`config.mk`:
```
export PLATFORM = sky130hd
export DESIGN_NAME = exc_sequencer
export DESIGN_NICKNAME = d
export VERILOG_FILES = /design/src/rtl/exc_sequencer.sv
export SDC_FILE = /design/constraint.sdc
export NUM_CORES = 1
export LEC_CHECK = 0
export CAP_MARGIN = 20
export CORE_UTILIZATION = 46
export CTS_BUF_LIST = sky130_fd_sc_hd__clkbuf_4
export DETAILED_ROUTE_END_ITERATION = 10
export HOLD_SLACK_MARGIN = 0.15
export PLACE_DENSITY = 0.84
export SYNTH_ARGS = -nofsm -noshare
export SYNTH_HDL_FRONTEND = slang
export SYNTH_SLANG_ARGS = --single-unit
```
`constraint.sdc`:
```
create_clock -name clk -period 1.5 [get_ports clk]
set_clock_uncertainty 0.05 [all_clocks]
set_input_delay 0.3 -clock clk [delete_from_list [all_inputs] [get_ports clk]]
set_output_delay 0.3 -clock clk [all_outputs]
set_load 0.02 [all_outputs]
```
`src/rtl/exc_sequencer.sv`:
```
// Exception-entry sequencer: prioritises the invalid-opcode trap against external interrupt lines,
// holds Exc until the exception unit fetches the vector, then tracks handler occupancy until ERET.
module exc_sequencer #(
  parameter int NSRC    = 4,
  parameter int TIMEOUT = 16
) (
  input  logic            clk,
  input  logic            reset,
  input  logic            invalid_op_D,
  input  logic [NSRC-1:0] irq_req,
  input  logic [NSRC-1:0] irq_mask,
  input  logic            ERet,
  input  logic            ExcAck,
  output logic            Exc,
  output logic [3:0]      EStatus,
  output logic [NSRC-1:0] irq_clear,
  output logic            flush,
  output logic            in_handler,
  output logic            exc_err
);

  localparam int              CNT_W    = $clog2(TIMEOUT);
  localparam logic [CNT_W-1:0] CNT_LAST = CNT_W'(TIMEOUT - 1);

  typedef enum logic [1:0] {
    IDLE    = 2'd0,
    REQ     = 2'd1,
    HANDLER = 2'd2
  } state_t;

  state_t           state;
  logic [NSRC-1:0]  irq_q;
  logic [NSRC-1:0]  pending;
  logic [CNT_W-1:0] cnt;
  logic [2:0]       win_idx_q;
  logic             win_irq_q;

  logic [NSRC-1:0]  rise;
  logic [NSRC-1:0]  eligible;
  logic [NSRC-1:0]  win_oh;
  logic [2:0]       win_idx;

  function automatic logic [2:0] lowest_idx(input logic [NSRC-1:0] v);
    logic [2:0] idx;
    idx = '0;
    for (int i = NSRC - 1; i >= 0; i--) begin
      if (v[i]) idx = 3'(i);
    end
    return idx;
  endfunction

  function automatic logic [NSRC-1:0] idx_onehot(input logic [2:0] idx);
    logic [NSRC-1:0] oh;
    for (int i = 0; i < NSRC; i++) begin
      oh[i] = (idx == 3'(i));
    end
    return oh;
  endfunction

  // An edge arriving this cycle is already a candidate, giving one cycle from request to Exc.
  assign rise     = irq_req & ~irq_q;
  assign eligible = (pending | rise) & irq_mask;
  assign win_idx  = lowest_idx(eligible);
  assign win_oh   = idx_onehot(win_idx_q);

  always_ff @(posedge clk) begin
    if (!reset) begin
      state      <= IDLE;
      irq_q      <= '0;
      pending    <= '0;
      cnt        <= '0;
      win_idx_q  <= '0;
      win_irq_q  <= 1'b0;
      Exc        <= 1'b0;
      EStatus    <= 4'h0;
      irq_clear  <= '0;
      flush      <= 1'b0;
      in_handler <= 1'b0;
      exc_err    <= 1'b0;
    end else begin
      irq_q     <= irq_req;
      pending   <= pending | rise;
      irq_clear <= '0;
      flush     <= 1'b0;

      case (state)
        IDLE: begin
          if (invalid_op_D) begin
            EStatus   <= 4'h1;
            win_irq_q <= 1'b0;
            cnt       <= '0;
            Exc       <= 1'b1;
            state     <= REQ;
          end else if (|eligible) begin
            EStatus   <= 4'h8 + {1'b0, win_idx};
            win_idx_q <= win_idx;
            win_irq_q <= 1'b1;
            cnt       <= '0;
            Exc       <= 1'b1;
            state     <= REQ;
          end
        end

        REQ: begin
          // Acknowledge takes precedence over an abort landing on the same cycle.
          if (ExcAck) begin
            Exc        <= 1'b0;
            flush      <= 1'b1;
            in_handler <= 1'b1;
            state      <= HANDLER;
            if (win_irq_q) begin
              irq_clear <= win_oh;
              pending   <= (pending & ~win_oh) | rise;
            end
          end else if (cnt == CNT_LAST) begin
            Exc     <= 1'b0;
            exc_err <= 1'b1;
            state   <= IDLE;
          end else begin
            cnt <= cnt + CNT_W'(1);
          end
        end

        HANDLER: begin
          if (invalid_op_D) exc_err <= 1'b1;
          if (ERet) begin
            in_handler <= 1'b0;
            state      <= IDLE;
          end
        end

        default: state <= IDLE;
      endcase
    end
  end

endmodule
```
Yosys cells after proc, flatten, opt, wreduce, memory -nomap -nowiden:

Index checks and enable logic that the tools add are counted.

* output and inout bits: 12
* register bits: 30
* input port bits: 13

* equality and inequality tests: 14
* mux-type cells: 34
* $add $sub $neg: 2
* reduce and logical (&&, ||, !) cells: 15
* bitwise operators: 8

Operator list (count)
* $mux W4: 9
* $and A4 B4 Y4: 3
* $mux W2: 6
* $ne A2 B2 Y1 const B: 6
* $reduce_and A3 Y1: 4
* $reduce_and A4 Y1: 3
* $mux W1: 11
* $mux W3: 3
* $not A4 Y4: 2
* $or A4 B4 Y4: 2
* $pmux W4 S2: 1
* $eq A3 B2 Y1 const B: 2
* $ne A3 B3 Y1 const B: 2
* $pmux W1 S2: 3
* $pmux W2 S3: 1
* $reduce_bool A2 Y1: 3
* $add A4 B1 Y4 const B: 1
* $add A4 B3 Y4 const A: 1
* $eq A4 B4 Y1 const B: 1
* $reduce_and A2 Y1: 2
* $reduce_or A4 Y1: 1
* $eq A3 B1 Y1 const B: 1
* $logic_not A3 Y1: 1
* $eq A2 B1 Y1 const B: 1
* other kinds (3): 3

Logic depth before layout (Yosys ltp):

Gate-level depths: netlist of run 1.

* word-level depth: 11
* depth in mapped cells: 6
* gate-level depth less buffers: 6

Worst setup path before layout of run 1:

Ideal clock, no wire load.

* path type: input -> register
* start point: input irq_req[2]
* end point: register state[0]
* cell stages on the path: 5
* slack: 31 ps
* arrival: 1286 ps
* setup time: 133 ps
* required time: 1317 ps
* buffers on the path: 0
* cells stage by stage: nor2b_1 o21ai_2 nand4_2 or4_4 nor4b_1

* word-level cells in the longest chain between the ends: 6

Ends and longest elaborated chain
* start: declaration: line 10 `input logic [NSRC-1:0] irq_req,`
* $and A4 B4 Y4: line 61 `assign rise = irq_req & ~irq_q;`
* $or A4 B4 Y4: line 62 `assign eligible = (pending | rise) & irq_mask;`
* $and A4 B4 Y4: line 62
* $reduce_or A4 Y1: line 94 `end else if (|eligible) begin`
* $ne A3 B3 Y1 (no source line)
* $reduce_and A3 Y1 (no source line)
* end signal: assignment: line 68 `state <= IDLE;`
* end signal: assignment: line 93 `state <= REQ;`
* end signal: assignment: line 100 `state <= REQ;`
* end: declaration: line 31 `state_t state;`

No other way between the ends.
A chain may end at the register's enable or synchronous reset.

Worst setup path in the final report of run 1:

* start point: register irq_q[2]
* end point: register cnt[2]

* word-level cells in the longest chain between the ends: 7

Ends and longest elaborated chain
* start: declaration: line 32 `logic [NSRC-1:0] irq_q;`
* start signal: assignment: line 81 `irq_q <= irq_req;`
* $not A4 Y4: line 61
* $and A4 B4 Y4: line 61
* $or A4 B4 Y4: line 62
* $and A4 B4 Y4: line 62
* $reduce_or A4 Y1: line 94
* $ne A3 B3 Y1 (no source line)
* $reduce_and A4 Y1 (no source line)
* end signal: assignment: line 120 `cnt <= cnt + CNT_W'(1);`
* end: declaration: line 34 `logic [CNT_W-1:0] cnt;`

No other way between the ends.

==> results of run 1 <==
metrics by stage:
stage / TNS (ns) / std cells / utilization / cell area (sq um) / setup slack, ns
3_5_place_dp: -4.343 / 191 / 0.6634 / 1524 / -0.4618
4_1_cts: -0.1510 / 200 / 0.6901 / 1585 / -0.09201
3_3_place_gp: -3.756 / 191 / 0.6634 / 1524 / -0.4225
6_report: -0.4431 / 204 / 0.7168 / 1647 / -0.1222
2_1_floorplan: 0 / 129 / - / 1161 / 0.03089
5_1_grt: -0.6264 / 204 / 0.7168 / 1647 / -0.1581
cells by family after synthesis:
family,Yosys count
compound gates,39
fa+ha+maj,1
buf+inv,8
flops,27
other cells,1
simple gates,53
worst paths after layout:
path	end	slack, ns	depth (start not counted)
worst min-delay path	irq_q[1]	0.26	2
worst min register to register	EStatus[0]	0.42	2
worst max-delay path	cnt[2]	-0.12	5
worst max register to register	cnt[2]	-0.12	5
cells in the final DEF (no fill, tap or decap), drive strengths merged:
master and count:
inv 2, nor2 14, and3 2, a41oi 1
nand4 1, nor4b 1, dlymetal6s2s 1, nor3b 3
a211oi 4, nand2b 2, or3 1, o2111ai 1
nor2b 7, clkbuf 4, a21oi 16, clkdlybuf4s50 7
nor3 4, conb 1, o21ai 10, dlygate4sd2 15
o2bb2ai 1, nand2 8, and2 4, nand3 4
o21bai 2, a31oi 1, o21a 2, or3b 1
or4 1, ha 1, o211ai 1, dfxtp 27
buf 26
routing by layer:
metal	GRT usage	vias up
met5	0	-
met4	0.1272	0
met3	0.02609	5
met2	0.3910	29
met1	0.2693	539
li1	-	549
sequential cells by signal (all words and copies together), names as in the netlist:
| register | count |
|---|---|
| cnt | 4 |
| irq_clear | 4 |
| irq_q | 4 |
| pending | 4 |
| EStatus | 3 |
| state | 2 |
| win_idx_q | 2 |
| Exc | 1 |
| exc_err | 1 |
| flush | 1 |
| in_handler | 1 |
power groups by stage:
stage          combinational, uW  sequential [uW]  clock [uW]
2_1_floorplan                160              826           0
3_3_place_gp                 309              814           0
3_5_place_dp                 319              817           0
4_1_cts                      322              802         341
5_1_grt                      381              809         371
6_report                     353              803         338
final cells by class:
type / instances / area, sq um
Fill cell: 169 / 650.6
Multi-Input combinational cell: 94 / 616.8
Inverter: 2 / 7.507
Clock buffer: 4 / 30.03
Sequential cell: 27 / 548.0
Tap cell: 28 / 35.03
Timing Repair Buffer: 49 / 409.1
repair_timing:
item	CTS	global route
cloned	0	0
pin swaps	7	6
gates resized for setup	22	8
hold buffers	0	0
endpoints found under the setup margin	18	7
buffers inserted	5	4
==> impl_metrics.json, run 1 <==
{
  "period_share": 1.081,
  "post_synth.cell_area_avg_sq_um": 9.001,
  "leakagePower_uw": 0.0007258,
  "wirelength_mm": 2.975,
  "cap_violations": 0,
  "synth_fa_ha_area_frac": 0.01078,
  "cellInternalPower_uw": 1068,
  "clock-root-buffer": "clkbuf_4",
  "cp_max_fo": 5,
  "synth_compound_area_frac": 0.2220,
  "cpMaxStageDelayCell": "or4_4",
  "wire_per_inst_um": 14.58,
  "total_power_uw": 1494,
  "cts.clk_slew.worst_paths_ns": 0.14,
  "switching_share": 0.2853,
  "crit_path_end_kind": "flop",
  "core_sq_um": 2297,
  "crit_chain": "nor2b_4, o21ai_2, nand4_2, or4_4, a211oi_2",
  "worstSetupStartpoint": "irq_q[2]",
  "violations": "setup timing",
  "nets": 191,
  "grt_overflow": 0,
  "htreeDepth": 1,
  "worstSetupPathType": "flop to flop",
  "yosysWarnings": 0,
  "hold_viol": 0,
  "synth-xor-area-share": 0,
  "post-route-drc-count": 0,
  "seq_area_frac_synth": 0.4655,
  "synth-async-reset-ratio": 0,
  "fin_crit_ns": 1.622,
  "setup_slack_ns": -0.1222,
  "routed.top_layer": "met4",
  "hold_path_class": "input port to flop",
  "diodes": 0,
  "first_pass_iters": 4,
  "min_from": "irq_req[1]",
  "io_pins": 25,
  "cts_tree": "built",
  "die_h_um": 52.24,
  "dieArea_sq_um": 2729,
  "rsz0062_at_grt": "true",
  "grt_pass1_vias": 1015,
  "die_w_um": 52.24,
  "synth_nets": 143,
  "critical_path_buf_inv_count": 0,
  "io_buffers": 23,
  "worst_ep_arrival_time_ns": 1.84,
  "p_per_area_nw_per_um2": 907.3,
  "synth.most_common_cell": "dfxtp_1",
  "drive_gt1_frac": 0.2898,
  "cts_buffers": 3,
  "vias": 1122,
  "synth_common_cells": "27 x dfxtp_1, 16 x a21oi_1, 14 x nor2_1",
  "synth_edf_count": 0,
  "vias_per_cell": 5.500,
  "grt_max_degree": 15,
  "synthDistinctLibCells": 34,
  "synth_top_area_frac": 0.4655,
  "synth_top_family_by_area": "simple AND/OR/NAND/NOR gates",
  "cts.sinks": 27,
  "clkPwrFrac": 0.226,
  "routedLengthMet1_mm": 1.340,
  "gp_congestion": 0.8895,
  "required_ns": 1.71,
  "max_stage_delay_ns": 0.60,
  "placementRows": 17,
  "power_frac_comb": 0.236,
  "insertion_delay_ns": 0.33,
  "syn_inst": 129,
  "dpl.hpwl_mm": 2.033,
  "setup_viol": 5,
  "hold_slack_ns": 0.2597,
  "status": "complete, but fails checks",
  "syn_to_final_growth_pct": 41.81,
  "synthMuxAreaShare": 0,
  "syn-cell-area_sq_um": 1161,
  "synthTopCellsByArea": "dfxtp_1 47%, a21oi_1 6.9%, nor2_1 4.5%",
  "p_seq_frac": 0.537,
  "rr_startpoint": "irq_q[2]",
  "synth_area_leader_cell": "dfxtp_1",
  "wl_met3_um": 81,
  "synth-main-ff-cell": "dfxtp_1",
  "gr-usage-all-layers": 0.2262,
  "synthSimpleGateAreaFrac": 0.2662,
  "clockBufferDepth": 2,
  "drt_iter0_drc": 28,
  "path_delay_family": "simple AND/OR/NAND/NOR gates",
  "dr_wl_met2_mm": 1.488,
  "ir_drop_mv": 0.7161,
  "initial_core_util": 0.5054,
  "p_switching_uw": 426.3,
  "ant_nets": 0,
  "fmax_mhz": 616.4,
  "slew_violations": 0,
  "antenna_found_initial": 0,
  "cp-start-kind": "flop",
  "ys_seq_elements": 27,
  "grt_pass1_wl_mm": 4.436
}
Power figures use the tool's default switching activity.
==> run 2, diff against run 1 <==
CELL_PAD_IN_SITES_DETAIL_PLACEMENT = 1   (was unset)
CELL_PAD_IN_SITES_GLOBAL_PLACEMENT = 1   (was unset)
CORE_UTILIZATION = 35   (was 46)
PLACE_DENSITY = 0.85   (was 0.84)
SKIP_LAST_GASP = 1   (was unset)
==> run 2 against run 1 <==
  * The run still ends with setup timing left
  * Worst setup slack gained 0.12 ns
  * Via count grew 0.27%
  * Fmax grew 7.6%
  * Critical path type unchanged
  * Critical endpoint is now state[0]
  * Largest cell class unchanged
  * Largest power group unchanged
  * Highest routed layer unchanged
==> impl_metrics.json, run 2 (same netlist as run 1, synthesis figures left out) <==
{
  "min_from": "irq_req[0]",
  "ant_nets": 0,
  "p_per_area_nw_per_um2": 910.4,
  "setup_slack_ns": -0.007165,
  "cts.clk_slew.worst_paths_ns": 0.15,
  "ff2ff_path_depth": 5,
  "grt_pass1_wl_mm": 5.388,
  "htreeDepth": 1,
  "required_ns": 1.68,
  "io_buffers": 23,
  "fin_crit_ns": 1.507,
  "layout_commonest_cell": "buf_4",
  "grt_overflow": 0,
  "initial_core_util": 0.3742,
  "cpMaxStageDelayCell": "or4_4",
  "min_to": "irq_q[0]",
  "gp_congestion": 0.8052,
  "final_util": 0.5399,
  "hold_buffers": 0,
  "gr-usage-all-layers": 0.2077,
  "holdPathStages": 2,
  "cp_max_fo": 5,
  "placementRows": 20,
  "ir_drop_mv": 0.3364,
  "diodes": 0,
  "wirelength_mm": 3.570,
  "fillers": 379,
  "grt_max_degree": 15,
  "io_pins": 25,
  "regToRegSetupSlack_ns": -0.007,
  "cp-start-kind": "flop",
  "drt_iter0_drc": 17,
  "cts_buffers": 3,
  "period_share": 1.005,
  "cap_violations": 0,
  "max_stage_delay_ns": 0.48,
  "crit_path_end_kind": "flop",
  "clockBufferDepth": 2,
  "multi_input_area_sq_um": 631.9,
  "path_delay_family": "simple AND/OR/NAND/NOR gates",
  "drive_gt1_frac": 0.3029,
  "violations": "setup timing",
  "syn_to_final_growth_pct": 44.29,
  "critical_path_buf_inv_count": 0,
  "crit_chain": "nor2b_4, o21ai_2, nand4_2, or4_4, nor4b_4",
  "cts.sinks": 27,
  "setup_viol": 1,
  "antenna_found_initial": 0,
  "post-route-drc-count": 0,
  "pre_cts_ws_ns": -0.4622,
  "status": "complete, but fails checks",
  "leakagePower_uw": 0.0007209,
  "grt_pass1_vias": 1167,
  "dieArea_sq_um": 3552,
  "die_w_um": 59.60,
  "rsz0062_at_grt": "true",
  "hold_path_class": "input port to flop",
  "die_h_um": 59.60,
  "worstSetupPathType": "flop to flop",
  "mostFrequentLayoutCells": "25 x buf_4, 20 x dfxtp_1, 15 x a21oi_1, 15 x dlygate4sd2_1, 14 x nor2_1",
  "rr_startpoint": "irq_q[0]",
  "dpl.hpwl_mm": 2.299,
  "slew_violations": 0,
  "nets": 190,
  "fmax_mhz": 663.5,
  "cts_tree": "built",
  "insertion_delay_ns": 0.35,
  "ff_latch_area_sq_um": 549.3,
  "wire_per_inst_um": 16.30,
  "cp_num_cells": 5,
  "first_pass_iters": 4,
  "hold_viol": 0,
  "clock-root-buffer": "clkbuf_4",
  "vias": 1125,
  "vias_per_cell": 5.137,
  "worst_ep_arrival_time_ns": 1.69,
  "core_sq_um": 3103,
  "finalSetupTns_ns": -0.007165,
  "r2r_end": "state[0]"
}
==> run 2: routing by layer <==
layer  wire [um]  track usage  vias up
met3          66      0.02620       10
met1        1631       0.2534      549
met4          91       0.1130        0
met2        1780       0.3531       21
li1            -            -      545
met5           0            0        -
==> run 2: report_power, final <==
group / switching, uW / internal, uW / leakage [uW] / total [uW]
sequential: 42.8 / 765 / 0.000224 / 808
combinational: 185 / 179 / 0.000478 / 364
clock: 230 / 123 / 0.0000184 / 353
total: 458 / 1070 / 0.000721 / 1530
==> run 2: what timing repair did <==
item	4_1_cts	5_1_grt
hold endpoints to repair	0	0
pin swaps	6	6
buffers inserted	5	1
gates resized for setup	23	11
endpoints found under the setup margin	19	12
==> run 2: how the worst max path moves through the flow <==
stage,startpoint,end,slack (ns)
6_report,irq_q[0],state[0],-0.007
5_1_grt,cnt[0],cnt[1],-0.06
4_1_cts,irq_q[0],state[0],-0.06
3_5_place_dp,irq_req[3],state[0],-0.46
3_3_place_gp,irq_req[3],state[0],-0.43
2_1_floorplan,irq_req[2],state[0],0.03
==> run 2: layout make-up <==
| type | count | share of cell area |
|---|---|---|
| multi-input cells | 94 | 0.3771 |
| flip-flops and latches | 27 | 0.3279 |
| repair buffers | 48 | 0.2397 |
| well taps | 44 | 0.03286 |
| clock buffers | 4 | 0.01792 |
| inverters | 2 | 0.004481 |
==> run 2: per-stage QoR <==
step	hold slack [ns]	instances	cell area (sq um)	total power, uW
after global routing	0.2607	219	1675	1583
after detailed placement	0.3997	209	1559	1148
after global placement	0.3869	209	1559	1131
after floorplan	0.3466	129	1161	986.2
after CTS	0.2495	218	1627	1497
final	0.2452	219	1675	1525
==> run 2: worst register-to-register path, stage by stage (launching register included) <==
cell and delay [ns]:
dfxtp_2 0.37, nor2b_4 0.04, o21ai_2 0.15, nand4_2 0.13, or4_4 0.48, nor4b_4 0.16
==> run 3, diff against run 2 <==
GPL_ROUTABILITY_DRIVEN = 1   (was unset)
PLACE_DENSITY = unset   (was 0.85)
PLACE_DENSITY_LB_ADDON = 0.1   (was unset)
==> run 3 against run 2 <==
  * Register-to-register slack about the same
  * The run still ends with setup timing left
  * Sequential power fell by 1%
  * Combinational power decreased by 5.5%
  * Core utilization decreased by 1.1 points
  * Global-route usage is 0.99 points lower
  * Sequential cell count did not move
  * Sequential share of layout area rose by 0.37 points
  * Clock power shrank 7.1%
  * Via count down 3.5%
  * Largest cell class unchanged
  * Worst hold slack improved by 0.013 ns
  * Clock-buffer cell count is 1 lower
==> impl_metrics.json, run 3 (same netlist as run 1, synthesis figures left out) <==
{
  "antenna_found_initial": 0,
  "leakagePower_uw": 0.0006886,
  "cts_buffers": 3,
  "cts.sinks": 27,
  "htreeDepth": 1,
  "fin_crit_ns": 1.507,
  "ir_drop_mv": 0.3701,
  "gp_congestion": 0.8422,
  "gr-usage-all-layers": 0.1978,
  "fmax_mhz": 663.8,
  "worstSetupPathType": "flop to flop",
  "period_share": 1.004,
  "rr_startpoint": "irq_q[3]",
  "initial_core_util": 0.3742,
  "post-route-drc-count": 0,
  "cpMaxStageDelayCell": "or4_4",
  "r2r_end": "cnt[2]",
  "grt_pass1_vias": 1090,
  "holdPathStages": 2,
  "mostFrequentLayoutCells": "24 x dfxtp_1, 23 x buf_4, 15 x a21oi_1",
  "setup_viol": 1,
  "io_pins": 25,
  "rsz0062_at_grt": "true",
  "clockBufferDepth": 2,
  "clock-root-buffer": "clkbuf_4",
  "grt_max_degree": 17,
  "worstSetupStartpoint": "irq_q[3]",
  "insertion_delay_ns": 0.32,
  "cts_tree": "built",
  "max_stage_delay_ns": 0.48,
  "wire_per_inst_um": 14.22,
  "hold_path_class": "input port to flop",
  "die_h_um": 59.60,
  "dieArea_sq_um": 3552,
  "ant_nets": 0,
  "vias": 1086,
  "drive_gt1_frac": 0.2659,
  "regToRegSetupSlack_ns": -0.007,
  "nets": 188,
  "cp-start-kind": "flop",
  "grt_pass1_wl_mm": 5.161,
  "dpl.hpwl_mm": 2.267,
  "grt_overflow": 0,
  "p_per_area_nw_per_um2": 896.9,
  "diodes": 0,
  "fillers": 385,
  "hold_viol": 0,
  "cts.clk_slew.worst_paths_ns": 0.15,
  "path_delay_family": "simple AND/OR/NAND/NOR gates",
  "min_to": "irq_q[2]",
  "pre_cts_ws_ns": -0.4535,
  "crit_path_end_kind": "flop",
  "hold_buffers": 0,
  "vias_per_cell": 5.005,
  "setup_slack_ns": -0.006590,
  "crit_chain": "nor2b_4, o21ai_2, nand4_2, or4_4, a211oi_2",
  "ff2ff_path_depth": 5,
  "status": "complete, but fails checks",
  "drt_iter0_drc": 29,
  "wirelength_mm": 3.085,
  "die_w_um": 59.60,
  "cap_violations": 0,
  "io_buffers": 23,
  "placementRows": 20,
  "slew_violations": 0,
  "layout_commonest_cell": "dfxtp_1",
  "worst_ep_arrival_time_ns": 1.72,
  "first_pass_iters": 4,
  "cp_max_fo": 5,
  "syn_to_final_growth_pct": 41.38,
  "critical_path_buf_inv_count": 0,
  "finalSetupTns_ns": -0.006590,
  "required_ns": 1.71,
  "min_from": "irq_req[2]",
  "violations": "setup timing",
  "core_sq_um": 3103
}
==> run 3: per-stage QoR <==
stage / std cells / cell area (sq um) / hold slack (ns) / util / power, uW
finish: 217 / 1642 / 0.2583 / 0.5290 / 1472
global route: 217 / 1642 / 0.2624 / 0.5290 / 1553
CTS: 217 / 1627 / 0.2455 / 0.5242 / 1482
detailed placement: 212 / 1582 / 0.3928 / 0.5097 / 1152
global placement: 212 / 1582 / 0.3880 / 0.5097 / 1141
floorplan: 129 / 1161 / 0.3466 / - / 986.2
==> run 3: timing repair <==
item | 4_1_cts | 5_1_grt
gates resized for setup | 23 | 5
setup buffers | 1 | 0
pin swaps | 2 | 1
endpoints found under the setup margin | 16 | 9
==> run 3: how the worst max path moves through the flow <==
stage,end,slack (ns),cells after the start
after global routing,cnt[2],-0.08,5
final,cnt[2],-0.007,5
after global placement,state[0],-0.43,6
after CTS,cnt[0],-0.06,6
after floorplan,state[0],0.03,5
after detailed placement,state[0],-0.45,6
==> run 3: layout make-up <==
cell class / instances / area [sq um] / area share
Multi-Input combinational cell: 94 / 619.3 / 0.3773
Sequential cell: 27 / 544.3 / 0.3316
Timing Repair Buffer: 46 / 385.4 / 0.2348
Tap cell: 44 / 55.05 / 0.03354
Clock buffer: 3 / 22.52 / 0.01372
Clock inverter: 1 / 7.507 / 0.004573
Inverter: 2 / 7.507 / 0.004573
==> run 3: report_power, final <==
group	switching, uW	total, uW	internal [uW]
registers	36.7	800	764
clock network	226	328	102
logic	175	344	169
==> run 3: metal layers <==
metal	share of wire	routed length [um]	GRT usage	vias up
met1	0.49	1524	0.2657	508
met4	0.0088	27	0.07641	0
li1	-	-	-	549
met2	0.46	1424	0.3258	25
met3	0.035	108	0.01965	4
met5	0	0	0	-
